`config.mk`:
```
export PLATFORM = sky130hd
export DESIGN_NAME = satagtx_rst_seq
export DESIGN_NICKNAME = d
export VERILOG_FILES = /design/src/rtl/satagtx_rst_seq.sv
export SDC_FILE = /design/constraint.sdc
export NUM_CORES = 1
export LEC_CHECK = 0
export ABC_AREA = 1
export BUFFER_PORTS_ARGS = -buffer_cell sky130_fd_sc_hd__buf_2
export CAP_MARGIN = 20
export CORE_MARGIN = 8
export CORE_UTILIZATION = 54
export CTS_BUF_LIST = sky130_fd_sc_hd__clkbuf_8 sky130_fd_sc_hd__clkbuf_16
export CTS_CLUSTER_SIZE = 12
export DETAILED_ROUTE_END_ITERATION = 8
export PLACE_DENSITY = 0.76
export SYNTH_ARGS = -nofsm -noshare
export SYNTH_HDL_FRONTEND = slang
export SYNTH_SLANG_ARGS = --single-unit
export TNS_END_PERCENT = 1
```
`constraint.sdc`:
```
create_clock -name clk -period 1.9 [get_ports clk]
set_input_delay 0.19 -clock clk [delete_from_list [all_inputs] [get_ports clk]]
set_output_delay 0.19 -clock clk [all_outputs]
set_load 0.05 [all_outputs]
```
`src/rtl/satagtx_rst_seq.sv`:
```
// -----------------------------------------------------------------------------
// satagtx_rst_seq
//
// Reset / bring-up sequencer for a GTX transceiver tile feeding a SATA link.
// It brings the tile out of reset in this order:
//   1. pulse the GTX tile reset,
//   2. wait for PLL lock,
//   3. wait for the user-clock DCM/PLL lock,
//   4. hold the TX/RX datapath resets while the clocks settle,
//   5. wait for both reset-done indications.
//
// Each wait state has a timeout. A timeout restarts the sequence. When too
// many timeouts occur in a row, the sequencer parks in a sticky FAIL state.
// If a clock lock is lost in a later state, the sequence restarts without
// counting a retry. Lock losses seen in READY are counted in relock_cnt.
//
// Ports
//   clk                   : free-running fabric clock; all logic runs on its
//                           rising edge
//   rst                   : synchronous, active-high reset
//   tile0_plllkdet        : GTX PLL lock (asynchronous)
//   refclkout_dcm0_locked : user-clock DCM/PLL lock (asynchronous)
//   txresetdone           : GTX TX reset done (asynchronous)
//   rxresetdone           : GTX RX reset done (asynchronous)
//   gtxreset              : GTX tile reset
//   dcm_reset             : user-clock DCM/PLL reset
//   txreset               : GTX TX datapath reset
//   rxreset               : GTX RX datapath reset
//   clk_ready             : clocks locked and both datapaths out of reset
//   seq_fail              : sticky; retries are exhausted
//   seq_state             : current state encoding
//   relock_cnt            : saturating count of lock losses seen in READY
// -----------------------------------------------------------------------------
module satagtx_rst_seq #(
    parameter int C_GTXRST_CYCLES = 8,
    parameter int C_SETTLE_CYCLES = 16,
    parameter int C_TIMEOUT       = 1024,
    parameter int C_MAX_RETRY     = 3
) (
    input  logic       clk,
    input  logic       rst,
    input  logic       tile0_plllkdet,
    input  logic       refclkout_dcm0_locked,
    input  logic       txresetdone,
    input  logic       rxresetdone,
    output logic       gtxreset,
    output logic       dcm_reset,
    output logic       txreset,
    output logic       rxreset,
    output logic       clk_ready,
    output logic       seq_fail,
    output logic [2:0] seq_state,
    output logic [7:0] relock_cnt
);

    typedef enum logic [2:0] {
        RESET_GTX = 3'd0,
        WAIT_PLL  = 3'd1,
        WAIT_DCM  = 3'd2,
        USR_RST   = 3'd3,
        WAIT_DONE = 3'd4,
        READY     = 3'd5,
        FAIL      = 3'd6
    } state_t;

    localparam logic [15:0] GTXRST_LAST  = 16'(C_GTXRST_CYCLES - 1);
    localparam logic [15:0] SETTLE_LAST  = 16'(C_SETTLE_CYCLES - 1);
    localparam logic [15:0] TIMEOUT_LAST = 16'(C_TIMEOUT - 1);
    localparam logic [8:0]  RETRY_LIMIT  = 9'(C_MAX_RETRY);

    state_t      state;
    state_t      state_nxt;
    logic [15:0] cnt;
    logic [7:0]  retry_cnt;
    logic [8:0]  retry_new;
    logic        timeout_hit;
    logic        lock_lost;

    logic [3:0]  async_in;
    logic [3:0]  sync_p0;
    logic [3:0]  sync_p1;
    logic        pll_ok;
    logic        dcm_ok;
    logic        tx_done;
    logic        rx_done;

    logic        gtxreset_nxt;
    logic        dcm_reset_nxt;
    logic        txreset_nxt;
    logic        rxreset_nxt;

    // Stage p0/p1: two-flop synchronizers for the asynchronous status inputs
    assign async_in = {rxresetdone, txresetdone, refclkout_dcm0_locked, tile0_plllkdet};

    always_ff @(posedge clk) begin
        if (rst) begin
            sync_p0 <= '0;
            sync_p1 <= '0;
        end else begin
            sync_p0 <= async_in;
            sync_p1 <= sync_p0;
        end
    end

    assign pll_ok  = sync_p1[0];
    assign dcm_ok  = sync_p1[1];
    assign tx_done = sync_p1[2];
    assign rx_done = sync_p1[3];

    // Next-state logic. A lock loss overrides everything else. A state's
    // exit condition is tested before its timeout, so an exit that happens
    // on the timeout cycle itself still counts as success.
    always_comb begin
        state_nxt   = state;
        timeout_hit = 1'b0;
        lock_lost   = 1'b0;
        retry_new   = {1'b0, retry_cnt} + 9'd1;

        case (state)
            RESET_GTX: begin
                if (cnt == GTXRST_LAST) state_nxt = WAIT_PLL;
            end
            WAIT_PLL: begin
                if (pll_ok)                    state_nxt   = WAIT_DCM;
                else if (cnt == TIMEOUT_LAST)  timeout_hit = 1'b1;
            end
            WAIT_DCM: begin
                if (!pll_ok)                   lock_lost   = 1'b1;
                else if (dcm_ok)               state_nxt   = USR_RST;
                else if (cnt == TIMEOUT_LAST)  timeout_hit = 1'b1;
            end
            USR_RST: begin
                if (!pll_ok || !dcm_ok)        lock_lost   = 1'b1;
                else if (cnt == SETTLE_LAST)   state_nxt   = WAIT_DONE;
            end
            WAIT_DONE: begin
                if (!pll_ok || !dcm_ok)        lock_lost   = 1'b1;
                else if (tx_done && rx_done)   state_nxt   = READY;
                else if (cnt == TIMEOUT_LAST)  timeout_hit = 1'b1;
            end
            READY: begin
                if (!pll_ok || !dcm_ok)        lock_lost   = 1'b1;
            end
            FAIL: begin
                state_nxt = FAIL;
            end
            default: begin
                state_nxt = RESET_GTX;
            end
        endcase

        if (lock_lost) begin
            state_nxt = RESET_GTX;
        end else if (timeout_hit) begin
            state_nxt = (retry_new > RETRY_LIMIT) ? FAIL : RESET_GTX;
        end
    end

    // The outputs are decoded from the next state and registered, so they
    // change on the same edge as seq_state.
    always_comb begin
        gtxreset_nxt  = 1'b0;
        dcm_reset_nxt = 1'b0;
        txreset_nxt   = 1'b1;
        rxreset_nxt   = 1'b1;
        case (state_nxt)
            RESET_GTX, FAIL: begin
                gtxreset_nxt  = 1'b1;
                dcm_reset_nxt = 1'b1;
            end
            WAIT_PLL: begin
                dcm_reset_nxt = 1'b1;
            end
            WAIT_DONE, READY: begin
                txreset_nxt   = 1'b0;
                rxreset_nxt   = 1'b0;
            end
            default: begin
                txreset_nxt   = 1'b1;
                rxreset_nxt   = 1'b1;
            end
        endcase
    end

    // Stage state: state, counter, retry/relock bookkeeping and output registers
    always_ff @(posedge clk) begin
        if (rst) begin
            state      <= RESET_GTX;
            cnt        <= '0;
            retry_cnt  <= '0;
            relock_cnt <= '0;
            gtxreset   <= 1'b1;
            dcm_reset  <= 1'b1;
            txreset    <= 1'b1;
            rxreset    <= 1'b1;
            clk_ready  <= 1'b0;
            seq_fail   <= 1'b0;
        end else begin
            state <= state_nxt;

            // The counter restarts on every state change and holds at
            // all-ones instead of wrapping in long-lived states.
            if (state_nxt != state)   cnt <= '0;
            else if (cnt != 16'hFFFF) cnt <= cnt + 16'd1;

            if (state_nxt == READY)   retry_cnt <= '0;
            else if (timeout_hit)     retry_cnt <= retry_new[7:0];

            if (lock_lost && (state == READY) && (relock_cnt != 8'hFF))
                relock_cnt <= relock_cnt + 8'd1;

            gtxreset  <= gtxreset_nxt;
            dcm_reset <= dcm_reset_nxt;
            txreset   <= txreset_nxt;
            rxreset   <= rxreset_nxt;
            clk_ready <= (state_nxt == READY);
            seq_fail  <= seq_fail | (state_nxt == FAIL);
        end
    end

    assign seq_state = state;

endmodule

```
==> results.yml, run 1 <==
logic_synthesis:
  synthFlopType: "dfxtp_1"
  synth_top_area_share_pct: 35.8
  syn_nets: 392
  synth_edf_count: 0
  synth.area.top_cells: "dfxtp_1, nand2_1, nor2_1"
  synthArstFlopShare_pct: 0
  ys_ff_latch: 48
  ys_warn_count: 0
  synthCells: 382
  syn_area_um2: 2680
  synth_cell_types: 34
  syn_area_per_cell_um2: 7.02
  synth_top_cells_by_count: "nand2_1, nor2_1, dfxtp_1"
  synth_largest_area_cell: "dfxtp_1"
  synth.most_common_cell: "nand2_1"
  yosysSeqAreaShare_pct: 35.8
grt:
  antenna_found_initial: 0
  grtUsageTotal_pct: 15.4
  grt_overflow_total: 0
  grt_max_degree: 19
  grt_pass1_vias: 2243
  grt_pass1_wl_um: 9520
pwr:
  p_leak_uw: 0.00149
  vdd_drop_max_mv: 0.545
  power_density_nw_per_um2: 555
critical_path:
  ff2ff_setup_slack_ns: -0.03
  critPathLaunchType: "register"
  slowest_stage: "dfxtp_2"
  cp_top_family: "simple AND/OR/NAND/NOR gates"
  critical_path_class: "register to register"
  cp_max_fo: 8
  r2r_cells: 14
  crit_arrival_ns: 2.16
  crit_chain: "ha_4, nand2_4, nor2_4, nand2_1, nor2_2, nand2_1, nand2_2, nand3_4, nand3_2, nand2_2, nor2_4, buf_12, nand2_8, nor3_2"
  crit_buf_inv: 1
  r2r_start: "cnt[0]"
  end_kind: "register"
  worstPathRequired_ns: 2.13
  reg2reg_to: "cnt[0]"
  max_stage_delay_ns: 0.36
drt:
  wirelength_um: 6070
  viasPerCell: 5.11
  routedWlPerCell_um: 12.3
  drc: 0
  vias: 2517
  ant_nets: 0
  firstDrtPassIters: 4
  drtIter0Drc: 76
sta:
  relSlewSlack_pct: 66.2
  min_period_ns: 1.93
  finalSetupViolations: 1
  tns_ns: -0.0304
  max_freq_mhz: 518
  tightestPinTransition_ns: 0.502
  rsz0062_at_grt: "yes"
  worst_slack_ns: -0.0304
  whs_ns: 0.0711
  finalHoldViolations: 0
  slew_viol_final: 0
  min_period_over_period_pct: 102
  fin_skew_ns: 0.00722
cts:
  clk_pin_slew_ns: 0.09
  clock_latency_ns: 0.31
  cts_root_buf: "clkbuf_8"
  cts_buffers: 5
  h-tree-depth: 2
  clock_path_buffers: 2
  cts_tree: "built"
  cts_sinks: 48
worst_hold_path:
  worstHoldStart: "tile0_plllkdet"
  hold_path.class: "input port to register"
  hold_depth: 3
  min_to: "sync_p0[0]"
floorplan:
  dieWidth_um: 86.5
  initial_core_util_pct: 56.4
  dieArea_um2: 7480
  die_h_um: 86.5
  ios: 23
  coreArea_um2: 4750
  rows: 25
final_layout:
  regArea_um2: 982
  fillers: 365
  postLayoutCellArea_um2: 3390
  finalNetCount: 435
  multi_input_area_um2: 1710
  drive_above_1_share_pct: 32.4
  synthToLayoutAreaGrowth_pct: 26.4
  final_util_pct: 71.3
  diodes: 0
placement:
  io_buffers: 22
  dp_slack_ns: -0.0914
  placed_area_um2: 2970
  dp_hpwl_um: 4070
  gp_congestion: 0.852
status:
  violations: "setup timing"
  status: "complete, but fails checks"
job:
  cap_violations: 0
==> where the power goes <==
part,total (uW),internal [uW],switching [uW]
clock,756,396,360
sequential,1030,1020,10.2
combinational,101,45.0,55.9
total,1880,1460,426
==> flip-flops by register name, summed over array words and instances (netlist names) <==
name	cells
sync_p0	4
clk_ready	1
cnt	16
dcm_reset	1
sync_p1	4
rxreset	1
seq_state	3
seq_fail	1
relock_cnt	8
gtxreset	1
retry_cnt	8
==> cell type report <==
class | count | area share [%]
Clock inverter | 3 | 1.40
Clock buffer | 5 | 2.03
Inverter | 47 | 5.43
Timing Repair Buffer | 44 | 9.38
Sequential cell | 48 | 29.0
Tap cell | 67 | 2.47
Multi-Input combinational cell | 279 | 50.3
==> worst register-to-register path, cell delays in order (launching register included) <==
cell,delay [ns]
dfxtp_2,0.36
ha_4,0.15
nand2_4,0.08
nor2_4,0.12
nand2_1,0.06
nor2_2,0.09
nand2_1,0.07
nand2_2,0.10
nand3_4,0.09
nand3_2,0.09
nand2_2,0.06
nor2_4,0.23
buf_12,0.14
nand2_8,0.08
nor3_2,0.13
==> stage by stage <==
stage	cells	total power (uW)
3_3_place_gp	480	1120
5_1_grt	493	1940
6_report	493	1880
2_1_floorplan	382	1100
3_5_place_dp	480	1130
4_1_cts	488	1870
==> what timing repair did <==
action,CTS,global route
hold buffers,0,0
gates resized for setup,7,51
pin swaps,1,16
gates cloned,0,2
endpoints found under the setup margin,24,29
buffers inserted,0,3
==> routing by layer <==
layer | global-route usage (%) | up-vias | wire length (um)
met3 | 4.25 | 7 | 336
met4 | 5.63 | 0 | 63
met2 | 25.6 | 50 | 3000
li1 | - | 1300 | -
met5 | 0 | - | 0
met1 | 18.5 | 1160 | 2670
==> how the worst max path moves through the flow <==
stage	startpoint	end	depth (start not counted)
global route	cnt[0]	cnt[0]	14
global placement	retry_cnt[0]	cnt[0]	13
CTS	retry_cnt[0]	cnt[4]	13
finish	cnt[0]	cnt[0]	14
detailed placement	retry_cnt[0]	cnt[4]	13
floorplan	cnt[0]	cnt[14]	15
==> logic make-up after synthesis <==
family          share of synthesized area (%)
buf+inv                                  9.19
flops                                    35.8
compound gates                           5.88
mux                                     0.373
simple gates                             42.3
xor+xnor                                 4.57
fa+ha+maj                                1.87
==> placed cells by master, fill, tap and decap left out, drive strengths merged <==
master  instances
nor3b           3
nand3b          2
ha              4
inv            47
nor4            2
a21oi          21
clkbuf          6
nand2         103
dfxtp          48
or2             1
nor2           60
nand4           5
bufinv          1
nand3          31
xor2           10
clkinv          2
o21a            1
mux2i           1
o21ai           9
buf            43
xnor2           4
nor3           22
Power figures use the tool's default switching activity.
==> run 2: changes to the inputs <==
--- a/config.mk
+++ b/config.mk
@@ -14,6 +14,7 @@
 export CTS_CLUSTER_SIZE = 12
 export DETAILED_ROUTE_END_ITERATION = 8
 export PLACE_DENSITY = 0.76
+export SKIP_CTS_REPAIR_TIMING = 1
 export SYNTH_ARGS = -nofsm -noshare
 export SYNTH_HDL_FRONTEND = slang
 export SYNTH_SLANG_ARGS = --single-unit
==> results.yml, run 2 (same netlist as run 1, synthesis figures left out) <==
status:
  status: "finished clean"
placement:
  io_buffers: 22
  dp_slack_ns: -0.0914
  gp_congestion: 0.852
  dp_hpwl_um: 4070
  placed_area_um2: 2970
critical_path:
  critPathLaunchType: "register"
  crit_path_end: "cnt[7]"
  ff2ff_setup_slack_ns: 0.02
  slowest_stage: "dfxtp_4"
  crit_arrival_ns: 2.12
  cpMostUsedCell: "nand2_4"
  reg2reg_to: "cnt[7]"
  worstPathRequired_ns: 2.14
  r2r_start: "retry_cnt[0]"
  max_stage_delay_ns: 0.39
  cp_max_fo: 8
  r2r_cells: 12
  cp.depth: 12
  crit_start: "retry_cnt[0]"
  end_kind: "register"
  crit_buf_inv: 1
  cp_top_family: "simple AND/OR/NAND/NOR gates"
  critical_path_class: "register to register"
  crit_chain: "inv_1, ha_4, nor3_2, nor2_1, nand2_1, nor2_2, nand3_4, nand2_4, nand2_1, nand2_4, nand2_4, nor3_2"
drt:
  vias: 2477
  routedWlPerCell_um: 11.8
  ant_nets: 0
  drc: 0
  wirelength_um: 5810
  firstDrtPassIters: 4
  viasPerCell: 5.03
  drtIter0Drc: 77
pwr:
  vdd_drop_max_mv: 0.546
  p_leak_uw: 0.00147
  power_density_nw_per_um2: 572
floorplan:
  dieWidth_um: 86.5
  rows: 25
  die_h_um: 86.5
  dieArea_um2: 7480
  coreArea_um2: 4750
  initial_core_util_pct: 56.4
  ios: 23
grt:
  grt_max_degree: 19
  grt_pass1_wl_um: 9450
  grtUsageMet3_pct: 4.25
  grt_pass1_vias: 2223
  antenna_found_initial: 0
  top_usage_layer: "met2"
  grt_overflow_total: 0
  grt_use_met2_pct: 25.3
  grtUsageTotal_pct: 15.3
  use_met1_pct: 18.4
cts:
  cts_sinks: 48
  h-tree-depth: 2
  clock_path_buffers: 2
  cts_buffers: 5
  clock_latency_ns: 0.31
  cts_tree: "built"
  clk_pin_slew_ns: 0.09
  cts_root_buf: "clkbuf_8"
sta:
  relSlewSlack_pct: 67.9
  slew_viol_final: 0
  finalSetupViolations: 0
  min_period_over_period_pct: 98.9
  tightestPinTransition_ns: 0.478
  min_period_ns: 1.88
  finalHoldViolations: 0
  max_freq_mhz: 532
  worst_slack_ns: 0.0216
  fin_skew_ns: 0.00663
  rsz0062_at_grt: "yes"
final_layout:
  diodes: 0
  final_common_cell: "nand2_1"
  largest_reg_flops: 16
  postLayoutCellArea_um2: 3270
  finalNetCount: 434
  drive_above_1_share_pct: 28.0
  synthToLayoutAreaGrowth_pct: 22.0
  layout_common_cells: "nand2_1, nor2_1, inv_1"
  reg.largest.list: "cnt: 16 flops, relock_cnt: 8 flops, retry_cnt: 8 flops"
  top_register: "cnt"
worst_hold_path:
  hold_path.class: "input port to register"
job:
  cap_violations: 0
run 2: cell types whose count changed in the layout (fill, tap and decap cells not counted), sizes merged:
cell / delta
buf: -1
run 2: area by class of cell:
| class | count | area, um^2 |
|---|---|---|
| Tap cell | 67 | 83.8 |
| Timing Repair Buffer | 43 | 298 |
| Clock inverter | 3 | 47.5 |
| Inverter | 47 | 184 |
| Sequential cell | 48 | 981 |
| Clock buffer | 5 | 68.8 |
| Multi-Input combinational cell | 279 | 1610 |
| Fill cell | 395 | 1480 |
run 2: how the worst min path moves through the flow:
stage | cells after the start | startpoint | endpoint
global route | 3 | tile0_plllkdet | sync_p0[0]
CTS | 3 | tile0_plllkdet | sync_p0[0]
detailed placement | 2 | sync_p0[1] | sync_p1[1]
global placement | 3 | rxresetdone | sync_p0[3]
floorplan | 2 | tile0_plllkdet | sync_p0[0]
finish | 3 | tile0_plllkdet | sync_p0[0]
run 2: tightest hold or removal path: cells and delay by family:
kind                   cells  cell delay [ns]
buffers and inverters      2             0.13
and+or+nand+nor            1             0.03
run 2: routing by layer:
layer	vias up	share of wire (%)	routed length, um
met3	9	4.5	260
met5	-	0	0
li1	1297	-	-
met4	0	1.3	76
met1	1140	46	2670
met2	31	48	2810
run 2: where the power goes:
group / internal, uW / total (uW) / switching [uW] / leakage [uW]
clock: 396 / 758 / 362 / 0.0000583
sequential: 1020 / 1030 / 10.3 / 0.000394
combinational: 37.4 / 87.6 / 50.2 / 0.00102
total: 1450 / 1870 / 422 / 0.00147
run 2: stage by stage:
stage / setup TNS, ns / hold WS (ns) / power [uW] / cells / util (%)
2_1_floorplan: 0 / 0.297 / 1100 / 382 / -
6_report: 0 / 0.0672 / 1870 / 492 / 68.8
3_3_place_gp: -0.0679 / 0.388 / 1120 / 480 / 62.4
3_5_place_dp: -1.28 / 0.393 / 1130 / 480 / 62.4
5_1_grt: -1.69 / 0.0634 / 1930 / 492 / 68.8
4_1_cts: -1.99 / 0.0643 / 1870 / 488 / 64.8
==> run 3: changes to the inputs <==
--- a/config.mk
+++ b/config.mk
@@ -6,14 +6,15 @@
 export NUM_CORES = 1
 export LEC_CHECK = 0
 export ABC_AREA = 1
+export ABC_CLOCK_PERIOD_IN_PS = 1900
 export BUFFER_PORTS_ARGS = -buffer_cell sky130_fd_sc_hd__buf_2
 export CAP_MARGIN = 20
 export CORE_MARGIN = 8
-export CORE_UTILIZATION = 54
+export CORE_UTILIZATION = 45
 export CTS_BUF_LIST = sky130_fd_sc_hd__clkbuf_8 sky130_fd_sc_hd__clkbuf_16
 export CTS_CLUSTER_SIZE = 12
 export DETAILED_ROUTE_END_ITERATION = 8
-export PLACE_DENSITY = 0.76
+export PLACE_DENSITY = 0.65
 export SKIP_CTS_REPAIR_TIMING = 1
 export SYNTH_ARGS = -nofsm -noshare
 export SYNTH_HDL_FRONTEND = slang
==> results.yml, run 3 (same netlist as run 1, synthesis figures left out) <==
critical_path:
  max_stage_delay_ns: 0.36
  crit_chain: "ha_4, nand2_4, nor2_4, nand2_2, nor2_4, nand2_2, nand2_2, nand3_2, nand3_2, nand2_2, nor2_4, nand2_8, nor3_4"
  critical_path_class: "register to register"
  slowest_stage: "dfxtp_2"
  cpMostUsedCell: "nand2_2"
  cp_max_fo: 8
  end_kind: "register"
  crit_arrival_ns: 2.12
  worstPathRequired_ns: 2.12
  critPathLaunchType: "register"
cts:
  clock_latency_ns: 0.30
  cts_root_buf: "clkbuf_8"
  cts_tree: "built"
  cts_buffers: 5
  clk_pin_slew_ns: 0.09
  clock_path_buffers: 2
  cts_sinks: 48
  h-tree-depth: 2
final_layout:
  top_register: "cnt"
  synthToLayoutAreaGrowth_pct: 25.0
  drive_above_1_share_pct: 32.0
  reg.largest.list: "cnt: 16 flops, relock_cnt: 8 flops, retry_cnt: 8 flops"
  fillers: 563
  diodes: 0
  final_common_cell: "nand2_1"
  layout_common_cells: "nand2_1, nor2_1, inv_1"
  largest_reg_flops: 16
  finalNetCount: 438
  postLayoutCellArea_um2: 3350
drt:
  wirelength_um: 5910
  viasPerCell: 4.86
  firstDrtPassIters: 4
  drtIter0Drc: 89
  drc: 0
  routedWlPerCell_um: 11.8
  ant_nets: 0
  vias: 2447
grt:
  grt_overflow_total: 0
  grtUsageTotal_pct: 13.5
  grt_max_degree: 19
  antenna_found_initial: 0
  grt_pass1_vias: 2286
  grt_pass1_wl_um: 9820
floorplan:
  dieArea_um2: 8690
  dieWidth_um: 93.2
  rows: 28
  ios: 23
  initial_core_util_pct: 45.9
  coreArea_um2: 5850
  die_h_um: 93.2
status:
  status: "finished clean"
job:
  cap_violations: 0
sta:
  min_period_ns: 1.90
  slew_viol_final: 0
  relSlewSlack_pct: 68.3
  max_freq_mhz: 527
  whs_ns: 0.0916
  finalHoldViolations: 0
  finalSetupViolations: 0
  worst_slack_ns: 0.00110
  rsz0062_at_grt: "yes"
  fin_skew_ns: 0.0156
  tightestPinTransition_ns: 0.471
  min_period_over_period_pct: 99.9
placement:
  dp_hpwl_um: 4310
  io_buffers: 22
  gp_congestion: 0.837
  dp_slack_ns: -0.0934
  placed_area_um2: 3020
pwr:
  p_leak_uw: 0.00149
  power_density_nw_per_um2: 520
  fin_total_pwr_uw: 1750
  vdd_drop_max_mv: 0.427
worst_hold_path:
  hold_path.class: "input port to register"
run 3: cell count changes in the layout (fill, tap and decap cells not counted), sizes merged:
cell | previous run | this run
clkinv | 2 | 1
buf | 42 | 47
bufinv | 1 | 0
run 3: power breakdown:
group	internal, uW	switching, uW	total [uW]
clock network	291	333	623
logic	38.9	54.4	93.3
registers	1020	11.0	1030
run 3: area by class of cell:
cell class	count	area [um^2]	share of cell area [%]
repair buffers	47	310	9.25
clock buffers	6	82.6	2.46
clock inverters	1	8.76	0.261
multi-input cells	279	1700	50.6
well taps	75	93.8	2.80
flip-flops and latches	48	977	29.1
inverters	47	184	5.48
run 3: per-layer routing:
layer | vias to the layer above | track usage (%) | share of wire, %
li1 | 1299 | - | -
met1 | 1108 | 16.5 | 46
met2 | 35 | 23.7 | 50
met3 | 5 | 3.13 | 3.3
met4 | 0 | 2.82 | 0.78
met5 | - | 0 | 0
run 3: worst max-delay path, delay by kind of cell, from the launching register on:
kind | cells | cell delay (ns)
AND/OR/NAND/NOR | 12 | 1.33
flip-flops | 1 | 0.36
adder cells (fa/ha/maj) | 1 | 0.15
run 3: path summary, 6_finish.rpt:
kind | end | start | slack (ns) | cells past startpoint
min | sync_p0[3] | rxresetdone | 0.09 | 3
max reg2reg | cnt[13] | cnt[0] | 0.001 | 13
max | cnt[13] | cnt[0] | 0.001 | 13
min reg2reg | sync_p1[3] | sync_p0[3] | 0.40 | 2
run 3: per-stage QoR:
| step | utilization, % | std cells | setup TNS [ns] |
|---|---|---|---|
| final | 57.3 | 503 | 0 |
| after global routing | 57.3 | 503 | -1.54 |
| after CTS | 53.2 | 501 | -1.99 |
| after detailed placement | 51.6 | 494 | -1.13 |
| after global placement | 51.6 | 494 | -0.279 |
| after floorplan | - | 382 | 0 |
